===== src/rtl/cacheline_adaptor.sv =====
// cacheline_adaptor
//   Bridges a cache datapath that moves whole lines (s_line bits) to a memory
//   port that moves fixed-size beats (s_burst bits, four beats per line).
//   A line read is assembled beat by beat into line_o. A line write is
//   latched and then streamed out on burst_o. resp_o pulses for one cycle
//   once all four beats have been exchanged.
//
// Ports
//   clk        single clock, all state updates on the rising edge
//   rst        synchronous active-high reset
//   line_i     writeback line from the cache datapath
//   line_o     assembled fill line to the cache datapath
//   address_i  line address from the cache datapath
//   read_i     line-read request (level, held until resp_o)
//   write_i    line-write request (level, held until resp_o)
//   resp_o     one-cycle completion pulse to the cache controller
//   burst_i    read beat from memory
//   burst_o    write beat to memory
//   address_o  latched burst address to memory
//   read_o     memory burst-read request
//   write_o    memory burst-write request
//   resp_i     memory beat strobe, one beat per high cycle
//
// Configuration
//   CACHELINE_ADAPTOR_ADDR_ALIGN_EN  when defined, address_o[4:0] is forced
//                                    to zero (32-byte line alignment).

module cacheline_adaptor #(
  parameter int s_line  = 256,
  parameter int s_burst = 64
) (
  input  logic               clk,
  input  logic               rst,
  input  logic [s_line-1:0]  line_i,
  output logic [s_line-1:0]  line_o,
  input  logic [31:0]        address_i,
  input  logic               read_i,
  input  logic               write_i,
  output logic               resp_o,
  input  logic [s_burst-1:0] burst_i,
  output logic [s_burst-1:0] burst_o,
  output logic [31:0]        address_o,
  output logic               read_o,
  output logic               write_o,
  input  logic               resp_i
);

  localparam int         beats     = s_line / s_burst;
  localparam logic [1:0] last_beat = 2'(beats - 1);

  typedef enum logic [1:0] {
    IDLE,
    READ,
    WRITE,
    DONE
  } state_t;

  state_t            state;
  state_t            state_next;
  logic [1:0]        count;
  logic [s_line-1:0] line_buf;
  logic [31:0]       addr_q;

  // State register plus the datapath registers it controls.
  always_ff @(posedge clk) begin
    if (rst) begin
      state    <= IDLE;
      count    <= 2'd0;
      line_o   <= '0;
      line_buf <= '0;
      addr_q   <= '0;
    end else begin
      state <= state_next;
      case (state)
        IDLE: begin
          // Write wins when both requests arrive together.
          if (write_i) begin
            line_buf <= line_i;
            addr_q   <= address_i;
            count    <= 2'd0;
          end else if (read_i) begin
            addr_q <= address_i;
            count  <= 2'd0;
          end
        end
        READ: begin
          if (resp_i) begin
            line_o[s_burst*int'(count) +: s_burst] <= burst_i;
            count <= count + 2'd1;
          end
        end
        WRITE: begin
          if (resp_i) begin
            count <= count + 2'd1;
          end
        end
        default: ;
      endcase
    end
  end

  // Next-state logic; handshake outputs depend on state only.
  always_comb begin
    state_next = state;
    read_o     = 1'b0;
    write_o    = 1'b0;
    resp_o     = 1'b0;
    case (state)
      IDLE: begin
        if (write_i) begin
          state_next = WRITE;
        end else if (read_i) begin
          state_next = READ;
        end
      end
      READ: begin
        read_o = 1'b1;
        if (resp_i && (count == last_beat)) begin
          state_next = DONE;
        end
      end
      WRITE: begin
        write_o = 1'b1;
        if (resp_i && (count == last_beat)) begin
          state_next = DONE;
        end
      end
      DONE: begin
        resp_o     = 1'b1;
        state_next = IDLE;
      end
      default: state_next = IDLE;
    endcase
  end

  // The outgoing beat tracks the count, so a stalled cycle keeps presenting
  // the same beat until memory accepts it.
  assign burst_o = line_buf[s_burst*int'(count) +: s_burst];

`ifdef CACHELINE_ADAPTOR_ADDR_ALIGN_EN
  assign address_o = {addr_q[31:5], 5'b0_0000};
`else
  assign address_o = addr_q;
`endif

endmodule


===== config.mk =====
export PLATFORM = sky130hd
export DESIGN_NAME = cacheline_adaptor
export DESIGN_NICKNAME = d
export VERILOG_FILES = /design/src/rtl/cacheline_adaptor.sv
export SDC_FILE = /design/constraint.sdc
export NUM_CORES = 1
export LEC_CHECK = 0
export CAP_MARGIN = 20
export CORE_AREA = 2 2 275 277
export CTS_BUF_LIST = sky130_fd_sc_hd__clkbuf_8 sky130_fd_sc_hd__clkbuf_16
export CTS_CLUSTER_DIAMETER = 120
export DETAILED_ROUTE_END_ITERATION = 12
export DIE_AREA = 0 0 277 279
export HOLD_SLACK_MARGIN = 0.06
export PLACE_DENSITY = 0.59
export SYNTH_ARGS = -nofsm -noshare
export SYNTH_HDL_FRONTEND = slang
export SYNTH_SLANG_ARGS = --single-unit

===== constraint.sdc =====
create_clock -name clk -period 4.61 [get_ports clk]
set_input_delay 0.922 -clock clk [delete_from_list [all_inputs] [get_ports clk]]
set_output_delay 0.922 -clock clk [all_outputs]
set_load 0.005 [all_outputs]

==> impl_results.md <==
* Run status: complete, no violations
* Capture endpoint of the worst hold path: line_o[134]$_SDFFE_PP0P_
* Share of the synthesized area in the top cell type at 0.533
* Most instantiated cells after synthesis: sky130_fd_sc_hd__nand2_1, sky130_fd_sc_hd__dfxtp_1, sky130_fd_sc_hd__a21oi_1
* Clk Latency, worst-skew pair at roughly 0.63 ns
* Critical register-to-register path endpoint: line_o[212]$_SDFFE_PP0P_
* Final weighted congestion of routability-driven global placement at approximately 0.87
* Most used standard cell by instance count after synthesis: sky130_fd_sc_hd__nand2_1
* Sort of element at the start of the critical path: flip-flop
* Number of DRC violations after detailed-routing iteration 0 at 1,203
* Vertical extent of the die at between 200 and 300 um
* Routed wire length on met3 at between 6 and 7 mm
* Final Setup Violations at 0
* Post-layout worst setup margin at 0.740 ns
* Required time of the critical path at 3.69 ns
* Final cell count without fillers at around 4,000
* Share of final-layout standard cells stronger than drive strength 1 at 0.0732
* Actual transition at the worst max-transition pin at approximately 1.0 ns
* Worst reg2reg path startpoint: count[0]$_SDFFE_PP0P_
* Portion of the clock cycle consumed by the worst path in the final layout at 0.839
* Net count of the mapped netlist at 2,655
* Relative slew margins at 0.314
* EDFF count, synth at 0
* Tot Pwr at 14,000 uW
* Bufs and invs on worst path at 2
* Number of pins with negative max-slew slack in the final report at 0
* Average cell area after synthesis at ~9 sq um
* Number of levels the H-tree was split into at 2
* Power density cells at 462 nW/um^2
* # DRC at 0
* Worst hold-check slack at about 0.45 ns
* Sequential-to-total area share from yosys stat at 0.533
* Longest Clk Path Bufs at 3
* Clock tree from TritonCTS: built
* Total of warnings raised by yosys at 0
* Standard-cell row count at 100
* Depth of the most critical reg-to-reg path at 5
* Horiz. Die Dim at around 280 um
* Remaining number of nets flagged by the antenna check after routing at 0
* Max incr delay on CP at ~0.83 ns
* Cell family with the largest share of critical-path delay: buffers and inverters
* Post-cts sizing count at 0
* Clock root buffer master: sky130_fd_sc_hd__clkbuf_16
* Largest net degree at the start of global routing at about 150
* Distinct cells, synth at 37
* Worst hold path startpoint: line_o[134]$_SDFFE_PP0P_
* Library cell contributing the largest single delay on the critical path: sky130_fd_sc_hd__dfxtp_4
* Highest metal layer with signal wires: met5
* Sequential cell area at 11,000 sq um
* Area contributors post-synth: sky130_fd_sc_hd__dfxtp_1, sky130_fd_sc_hd__nand2_1, sky130_fd_sc_hd__a21oi_1
* Worst IR Drop VDD at approximately 0.33 mV
* Data arrival, critical path at about 3 ns
* Die area at just under 80,000 sq um
* Number of clock sinks at between 500 and 600
* Net total in the final layout at roughly 3,300
* Clock period minus worst slack at around 3.9 ns
* Hpwl dp at 55.8 mm
* Number of top-level pins at between 700 and 800
* Worst setup slack before clock tree synthesis at approximately 1.3 ns
* Antenna violations before repair at 12
* Kind of end point of the critical path: output pin
* Vias per Instance at roughly 4.9
* Most used flip-flop cell after synthesis: sky130_fd_sc_hd__dfxtp_1
* Share of flip-flops with an asynchronous set or reset at 0
* Wire length of the first global-routing pass at about 120 mm
* Post-Route WL at 80.5 mm
* Worst-path maximum fanout at 38
* Remaining Overflow, GRT at 0
* Lkg Pwr at about 0.011 uW
* Clock transition time at the flip-flop clock pins of the worst setup and hold paths at approximately 0.06 ns
* Flip-flop and latch count after synthesis at 548
* Number of violations of the max-capacitance limit at 0
* Hold Path Cell Cnt at 2
* Post-cts hold buffer count at 0
* Number of post-CTS setup repair buffers at 0
* Total via count after detailed routing at about 19,000
* Synth-to-Final Area Change at 47.5%
* Category of the critical setup timing path: reg2out
* Detailed-route wire length on metal 1 at roughly 33 mm
* Number of global-route vias before repair at 18,400
* Min-Delay Path Class: reg2reg
* Met2 WL at 38.6 mm
* Critical-path cell list: buf_12 > mux4_2 > clkdlybuf4s50_1
* Area of the core at around 74,000 sq um
* Biggest area consumer among synthesized cells: sky130_fd_sc_hd__dfxtp_1
* Cell total after placement at between 3,000 and 4,000
* Clock Skew at 0.0145 ns
* Total of fill cells in the finished design at about 7,400
* Number of input and output port buffers inserted at 711
* Starting density of the core at 0.278
* Synth Cell Area at 20,600 sq um
* Internal reg-to-reg setup slack at between 1.5 and 2 ns
* Footprint of the multi-input gates at ~8600 sq um
* First-pass iteration count of the detailed router at 5
* Peak clock frequency supported by timing at ~0.26 GHz
* Post-route setup TNS at 0 ns
* Number of endpoints with negative hold slack in the final report at 0
* GRT Overall Usage at 0.199
* Wirelength per Cell at roughly 20 um
* TritonCTS buffer count at 60
* Syn Inst Count at roughly 2,300
* Setup repair after global routing missed its margin: no
registers in the layout (all words and copies together) (netlist names):
register and cells:
line_buf 256, line_o 256, address_o 32, count 2, state 2
final cells by class:
class	instances	share of cell area
Inverter	5	0.000618
Timing Repair Buffer	744	0.247
Antenna cell	10	0.000824
Sequential cell	548	0.361
Tap cell	969	0.0399
Clock buffer	83	0.0602
Clock inverter	29	0.00725
Multi-Input combinational cell	1528	0.283
logic make-up (layout without fill, tap and decap cells):
logic type | count (synthesis) | after routing | share of synthesized area
fa+ha+maj | 10 | 10 | 0.00607
simple gates | 897 | 897 | 0.174
buf+inv | 212 | 861 | 0.0521
flops | 548 | 548 | 0.533
other cells | 0 | 10 | 0
compound gates | 557 | 557 | 0.165
mux | 64 | 64 | 0.0700
metrics by stage:
stage,util,area (sq um)
after floorplan,-,20600
after detailed placement,0.382,28300
after global placement,0.382,28300
after CTS,0.410,30400
final,0.410,30400
after global routing,0.410,30400
layer usage:
metal / up-vias / global-route usage
li1: 9118 / -
met4: 2 / 0.0690
met5: - / 0
met1: 9115 / 0.241
met2: 742 / 0.334
met3: 109 / 0.0607
worst register-to-register path: stages (launching register included):
cell and delay, ns:
sky130_fd_sc_hd__dfxtp_4 0.83, sky130_fd_sc_hd__inv_1 0.19, sky130_fd_sc_hd__ha_1 0.43, sky130_fd_sc_hd__nor4b_1 0.31, sky130_fd_sc_hd__and3_2 0.87, sky130_fd_sc_hd__a22o_1 0.32
how the worst max path moves through the flow:
stage,startpoint,to,slack [ns],cells past startpoint
floorplan,count[0]$_SDFFE_PP0P_,burst_o[10],2.31,4
global placement,count[0]$_SDFFE_PP0P_,burst_o[0],1.32,3
detailed placement,count[0]$_SDFFE_PP0P_,burst_o[0],1.31,3
CTS,count[0]$_SDFFE_PP0P_,burst_o[0],0.62,3
global route,count[0]$_SDFFE_PP0P_,burst_o[37],0.54,3
finish,count[0]$_SDFFE_PP0P_,burst_o[0],0.74,3
cells in the final DEF (no fill, tap or decap), drive strengths merged, types with 2 or more instances in the layout:
master,n
clkdlybuf4s50,710
and3,3
a22o,64
o21ai,4
nand3,105
clkbuf,83
mux4,64
nand2,682
bufinv,2
nand2b,2
nor4b,2
nor2b,3
and4bb,2
clkinv,9
diode,10
dfxtp,548
a21oi,391
a32oi,91
nor2,92
buf,34
and2,2
and4,2
ha,10
inv,22
report_power, final:
part	switching [uW]	internal [uW]	total [uW]
Sequential	339	5260	5600
Clock	2050	2870	4920
Combinational	1950	1560	3510
Total	4340	9690	14000
No activity file was read; power rests on OpenSTA's default activity.
